--- config.mk ---
export PLATFORM = sky130hd
export DESIGN_NAME = ground_render
export DESIGN_NICKNAME = d
export VERILOG_FILES = /design/src/rtl/dino_pkg.sv /design/src/rtl/ground_tex_rom.sv /design/src/rtl/ground_render.sv
export SDC_FILE = /design/constraint.sdc
export NUM_CORES = 1
export LEC_CHECK = 0
export BUFFER_PORTS_ARGS = -buffer_cell sky130_fd_sc_hd__buf_4
export CAP_MARGIN = 40
export CORE_ASPECT_RATIO = 0.5
export CORE_MARGIN = 3
export CORE_UTILIZATION = 56
export CTS_CLUSTER_DIAMETER = 150
export DETAILED_ROUTE_END_ITERATION = 16
export GPL_TIMING_DRIVEN = 0
export PLACE_DENSITY_LB_ADDON = 0.2
export SLEW_MARGIN = 20
export SYNTH_ARGS = -nofsm -noshare
export SYNTH_HDL_FRONTEND = slang
export SYNTH_SLANG_ARGS = --single-unit
--- constraint.sdc ---
create_clock -name clk_25MHz -period 3.85 [get_ports clk_25MHz]
set_input_delay 0.1925 -clock clk_25MHz [delete_from_list [all_inputs] [get_ports clk_25MHz]]
set_output_delay 0.1925 -clock clk_25MHz [all_outputs]
set_load 0.01 [all_outputs]
--- src/rtl/dino_pkg.sv ---
// dino_pkg -- screen geometry and pixel-pipeline types shared by the ground
// renderer and its texture ROM.
//   H_ACTIVE / V_ACTIVE : visible pixels per line / visible lines
//   GROUND_Y / BAND_H   : first line and height (<= 16) of the ground band
//   TEX_W / TEX_AW      : texture period (power of two) and its column width
//   col_t / row_t       : texture column and band row types
package dino_pkg;

   localparam int H_ACTIVE = 640;
   localparam int V_ACTIVE = 480;
   localparam int GROUND_Y = 400;
   localparam int BAND_H   = 12;
   localparam int TEX_W    = 1024;
   localparam int TEX_AW   = $clog2(TEX_W);

   typedef logic [TEX_AW-1:0] col_t;
   typedef logic [3:0]        row_t;

endpackage

--- src/rtl/ground_tex_rom.sv ---
// ground_tex_rom -- ground texture lookup; its registered output is stage 2 of
// the ground_render pixel pipeline. Only built with GROUND_RENDER_TEX_EN.
// Row 0 is the solid horizon line; other rows carry one pebble per 64-pixel
// tile at column row*4.
// Ports:
//   clk_25MHz : pixel clock, rising edge
//   row       : band row, 4 bits
//   col       : texture column, TEX_AW bits
//   texel     : registered texel for (row, col)
module ground_tex_rom #(
   parameter int TEX_AW = dino_pkg::TEX_AW
) (
   input  logic              clk_25MHz,
   input  logic [3:0]        row,
   input  logic [TEX_AW-1:0] col,
   output logic              texel
);

   // The pebble pattern repeats every 64 columns.
   localparam logic [TEX_AW-1:0] TILE_MASK = TEX_AW'(63);

   logic [TEX_AW-1:0] pebble_col;
   assign pebble_col = TEX_AW'({row, 2'b00});

   // NOTE: this data flop has no reset on purpose; whatever it holds after
   // reset is masked by the reset-cleared valid/band flops beside it.
   always_ff @(posedge clk_25MHz) begin
      texel <= (row == 4'd0) || ((col & TILE_MASK) == pebble_col);
   end

endmodule

--- src/rtl/ground_render.sv ---
// ground_render -- ground band renderer in the VGA pixel clock domain.
// Latches the scroll offset from ground_state once per frame (tear-free) and
// turns the raster position into a ground pixel through a fixed 2-cycle
// pipeline.
// Configuration macro: GROUND_RENDER_TEX_EN -- when defined, band rows
// 1..BAND_H-1 come from ground_tex_rom; otherwise only the horizon line.
// Ports:
//   clk_25MHz   : pixel clock, all logic on its rising edge
//   rst_n       : asynchronous active-low reset
//   ground_x    : scroll offset from the clk_100Hz domain (asynchronous)
//   h_cnt/v_cnt : current raster column / line
//   frame_start : one-cycle pulse at the first blanking cycle of a frame
//   pixel_on    : ground pixel lit, aligned with h_out/v_out
//   pixel_valid : h_out/v_out lie in the active region
//   h_out/v_out : h_cnt/v_cnt delayed by 2 cycles
//   scroll_x    : offset in use for the current frame
//   miss_cnt    : saturating count of frames whose latch was skipped
module ground_render #(
   parameter int H_ACTIVE = dino_pkg::H_ACTIVE,
   parameter int V_ACTIVE = dino_pkg::V_ACTIVE,
   parameter int GROUND_Y = dino_pkg::GROUND_Y,
   parameter int BAND_H   = dino_pkg::BAND_H,
   parameter int TEX_W    = dino_pkg::TEX_W
) (
   input  logic        clk_25MHz,
   input  logic        rst_n,
   input  logic [15:0] ground_x,
   input  logic [9:0]  h_cnt,
   input  logic [9:0]  v_cnt,
   input  logic        frame_start,
   output logic        pixel_on,
   output logic        pixel_valid,
   output logic [9:0]  h_out,
   output logic [9:0]  v_out,
   output logic [15:0] scroll_x,
   output logic [7:0]  miss_cnt
);

   import dino_pkg::*;

   localparam logic [9:0] H_LIM = 10'(H_ACTIVE);
   localparam logic [9:0] V_LIM = 10'(V_ACTIVE);
   localparam logic [9:0] Y_LO  = 10'(GROUND_Y);
   localparam logic [9:0] Y_HI  = 10'(GROUND_Y + BAND_H);

   // An illegal geometry never lights the band instead of drawing garbage.
   localparam bit CFG_OK = ((TEX_W & (TEX_W - 1)) == 0) && (TEX_W <= 65536) &&
                           (BAND_H <= 16);

   // ---------------------------------------------------------------------
   // Scroll capture. ground_x may change at any time relative to this clock;
   // a value is only taken when two consecutive samples agree.
   // ---------------------------------------------------------------------
   logic [15:0] s1, s2, s3;
   logic        stable;

   assign stable = (s2 == s3);

   // NOTE: sequential state is written with <= only, so every flop samples
   // the pre-edge values and the chain shifts by exactly one stage per edge.
   always_ff @(posedge clk_25MHz or negedge rst_n) begin
      if (!rst_n) begin
         s1       <= '0;
         s2       <= '0;
         s3       <= '0;
         scroll_x <= '0;
         miss_cnt <= '0;
      end else begin
         s1 <= ground_x;
         s2 <= s1;
         s3 <= s2;
         if (frame_start) begin
            if (stable) begin
               scroll_x <= s2;
            end else if (miss_cnt != 8'hFF) begin
               miss_cnt <= miss_cnt + 8'd1;
            end
         end
      end
   end

   // ---------------------------------------------------------------------
   // Stage 1: raster decode. Uses the scroll_x value from before the edge,
   // so a pixel entering on a frame_start edge still sees the old offset.
   // ---------------------------------------------------------------------
   logic act_d, band_d;
   row_t row_d;

   // NOTE: every always_comb output gets a default first, so no path can
   // leave a value unassigned and infer a latch.
   always_comb begin
      act_d  = 1'b0;
      band_d = 1'b0;
      row_d  = '0;
      act_d  = (h_cnt < H_LIM) && (v_cnt < V_LIM);
      band_d = CFG_OK && (v_cnt >= Y_LO) && (v_cnt < Y_HI);
      row_d  = 4'(v_cnt - Y_LO);
   end

   logic       act1, band1;
   row_t       row1;
   logic [9:0] h1, v1;

   always_ff @(posedge clk_25MHz or negedge rst_n) begin
      if (!rst_n) begin
         act1  <= 1'b0;
         band1 <= 1'b0;
         row1  <= '0;
         h1    <= '0;
         v1    <= '0;
      end else begin
         act1  <= act_d;
         band1 <= band_d;
         row1  <= row_d;
         h1    <= h_cnt;
         v1    <= v_cnt;
      end
   end

   // ---------------------------------------------------------------------
   // Stage 2: texel lookup alongside the delayed qualifiers and position.
   // ---------------------------------------------------------------------
   logic act2, band2, texel;

   always_ff @(posedge clk_25MHz or negedge rst_n) begin
      if (!rst_n) begin
         act2  <= 1'b0;
         band2 <= 1'b0;
         h_out <= '0;
         v_out <= '0;
      end else begin
         act2  <= act1;
         band2 <= band1;
         h_out <= h1;
         v_out <= v1;
      end
   end

`ifdef GROUND_RENDER_TEX_EN
   localparam int AW = $clog2(TEX_W);

   // Column wraps modulo TEX_W; only the low AW bits of the add matter, so
   // 0xFFFF -> 0x0000 in ground_x needs no special case.
   logic [AW-1:0] col_d, col1;
   assign col_d = AW'(h_cnt) + AW'(scroll_x);

   always_ff @(posedge clk_25MHz or negedge rst_n) begin
      if (!rst_n) begin
         col1 <= '0;
      end else begin
         col1 <= col_d;
      end
   end

   ground_tex_rom #(
      .TEX_AW (AW)
   ) u_tex_rom (
      .clk_25MHz (clk_25MHz),
      .row       (row1),
      .col       (col1),
      .texel     (texel)
   );
`else
   // Plain horizon: only row 0 is lit. Kept as a register so the latency
   // matches the textured build.
   always_ff @(posedge clk_25MHz or negedge rst_n) begin
      if (!rst_n) begin
         texel <= 1'b0;
      end else begin
         texel <= (row1 == 4'd0);
      end
   end
`endif

   // Both qualifiers are reset flops, so the outputs fall to 0 the moment
   // rst_n asserts.
   assign pixel_valid = act2;
   assign pixel_on    = act2 && band2 && texel;

endmodule
==> impl_metrics.toml <==
[status]
status = "completed"

[detailed_routing]
drc_errors = 0
first_pass_iters = 8
wl_met1_mm = 3.71
viasPerCell = 5.32
dr_total_vias = 2260
routed.top_layer = "met4"
wl_per_cell_um = 23.6
drt_wl_total_mm = 10.1
wl_met2_mm = 5.39
drtIter0Drc = 206
drtAntennaViolNets = 0
routed-wl-met3_um = 728

[setup_path]
r2r_cells = 6
r2r_end = "scroll_x[8]"
crit_chain = "xnor2_1 > nand4_1 > nor4_4 > nand2_4 > buf_6 > mux2_4"
crit_type = "flip-flop to flip-flop"
r2r-start = "s2[10]"
rrSetupSlack_ns = 1.48
startpoint = "s2[10]"
cp.required_ns = 4.12
arrival_ns = 2.64
cpPeakStageDelay_ns = 0.68
start_kind = "flip-flop"
crit_path_max_fanout = 10
endpoint = "scroll_x[8]"
worstSetupEndpointType = "flip-flop"
cpMaxStageDelayCell = "nor4_4"

[clock_network]
h-tree-depth = 4
cts_max_path_buffers = 2
cts_tree = "yes"
root_buffer = "clkbuf_16"
numCtsBuffers = 17
cts-resized-gates = 0
clk_pin_slew_ns = 0.05
clk_latency_ns = 0.40
clock-sinks = 117

[timing]
relSlewSlack = 0.551
tightest_slew_ns = 0.669
fin_skew_ns = 0.0139
period_share = 0.617
whs_ns = 0.257
fin_crit_ns = 2.37
drv_slew = 0
fmax_ghz = 0.421
hold_viol = 0
finalSetupViolations = 0
rsz0062_at_grt = "false"
finalSetupTns_ns = 0

[synthesis]
synthesis.area_sq_um = 3590
synth_most_common_cell = "dfrtp_1"
ys_top_cells_by_count = "117 x dfrtp_1, 16 x xnor2_1, 10 x mux2_4, 8 x nand4_1, 7 x mux2_2"
synth_edf_count = 0
netlist_top_cells_area = "dfrtp_1 82%, mux2_4 4.2%, xnor2_1 3.9%, mux2_2 2.2%, xor2_1 1.5%"
yosysUniqueCellTypes = 24
async_reset_ff_frac = 1.00
synthFlopType = "dfrtp_1"
yosys.area.top_type = "dfrtp_1"
yosysSeqAreaShare = 0.816
avgSynthCellArea_sq_um = 18.9
syn_inst = 190
synth_seq_cells = 117
synthesis.nets = 230
synth_warnings = 0
synth_top_area_share = 0.816

[global_routing]
grt_pass1_wl_mm = 15.7
grt_overflow = 0
grt_max_degree = 89
grt_pass1_vias = 2597
track_usage = 0.296
antenna_found_initial = 0

[pwr]
power_density_nw_per_um2 = 618
leakage_nw = 2.57
ir_drop_v = 0.000415

[placed_design]
port_buffers = 84
dpl.hpwl_mm = 3.80
gp_congestion = 0.724

[floorplanning]
die_w_um = 119
start_util = 0.616
top_level_ports = 85
die_area_sq_um = 7460
core-area_sq_um = 5820
rows = 19
die_y_um = 62.6

[finish]
diodes = 0
nFillCells = 174
utilization = 0.910
area_growth_pct = 47.7
nets = 371
drive_above_1_share = 0.390

[min_path]
hold_class = "input port to flip-flop"

[job]
drv_cap = 0
## report_power, final
group / internal, W / total (W) / switching, W
combinational: 0.000162 / 0.000295 / 0.000133
clock: 0.00103 / 0.00158 / 0.000549
sequential: 0.00132 / 0.00140 / 0.0000866
total: 0.00251 / 0.00327 / 0.000768
## cells in the final DEF (no fill, tap or decap), drive strengths merged, types with 2 or more instances in the layout
cell | synthesis | final
buf | 1 | 86
dlygate4sd3 | 0 | 37
clkbuf | 0 | 25
mux2 | 17 | 17
xnor2 | 16 | 16
nor3b | 3 | 3
xor2 | 6 | 6
nand4 | 8 | 8
and3 | 2 | 2
clkinv | 0 | 2
dfrtp | 117 | 117
bufinv | 0 | 2
o21ai | 2 | 2
nand2 | 4 | 4
nor3 | 2 | 2
nor4 | 2 | 2
nor2 | 2 | 2
## metal layers
| layer | vias up | GRT usage |
|---|---|---|
| met4 | 0 | 0.114 |
| met3 | 24 | 0.103 |
| met2 | 119 | 0.520 |
| met5 | - | 0 |
| li1 | 931 | - |
| met1 | 1186 | 0.336 |
## how the worst min path moves through the flow
stage | start | to | slack (ns) | depth (start not counted)
final | frame_start | miss_cnt[6] | 0.26 | 4
after detailed placement | rst_n | h1[5] | 0.08 | 1
after CTS | rst_n | h1[3] | 0.24 | 2
after global routing | frame_start | scroll_x[2] | 0.27 | 3
after global placement | v_cnt[0] | v1[0] | 0.30 | 1
after floorplan | rst_n | act1 | -0.10 | 0
## final cells by class
type,count,area (sq um),share of cell area
Clock inverter,4,70.1,0.0132
Multi-Input combinational cell,72,649,0.122
Clock buffer,25,505,0.0954
Buffer,1,11.3,0.00212
Tap cell,84,105,0.0198
Sequential cell,117,2930,0.552
Timing Repair Buffer,122,1030,0.195
## logic make-up (layout without fill, tap and decap cells)
family	count (synthesis)	in the layout	share of synthesized area
AOI/OAI and AO/OA	5	5	0.00907
muxes	17	17	0.0638
adders and majority gates	1	1	0.00349
buffers and inverters	1	152	0.00314
DFF	117	117	0.816
and+or+nand+nor	27	27	0.0509
xor gates and xnor gates	22	22	0.0537
## stage by stage
step / std cells / total power (W) / worst slack, ns / cell area, sq um
floorplan: 190 / 0.00149 / 1.96 / 3590
global placement: 358 / 0.00164 / 1.72 / 4320
detailed placement: 359 / 0.00166 / 1.66 / 4360
CTS: 425 / 0.00323 / 1.61 / 5300
global route: 425 / 0.00339 / 1.33 / 5300
finish: 425 / 0.00327 / 1.48 / 5300
## sequential cells by signal (all words and copies together), names as in the netlist, 10 cells and up
name / flops
s3: 16
v1: 10
h_out: 10
v_out: 10
h1: 10
scroll_x: 16
s2: 16
s1: 16
## what timing repair did
| item | 4_1_cts | 5_1_grt |
|---|---|---|
| buffers inserted | 0 | 0 |
| endpoints found under the hold margin | 67 | 0 |
| hold buffers | 37 | 0 |
## critical path, delay by kind of cell (launching register included)
family                 cells  cell delay [ns]
flip-flops                 1             0.43
multiplexers               1             0.31
buffers and inverters      1             0.22
AND/OR/NAND/NOR            3             1.07
XOR/XNOR                   1             0.21
Power figures use the tool's default switching activity.
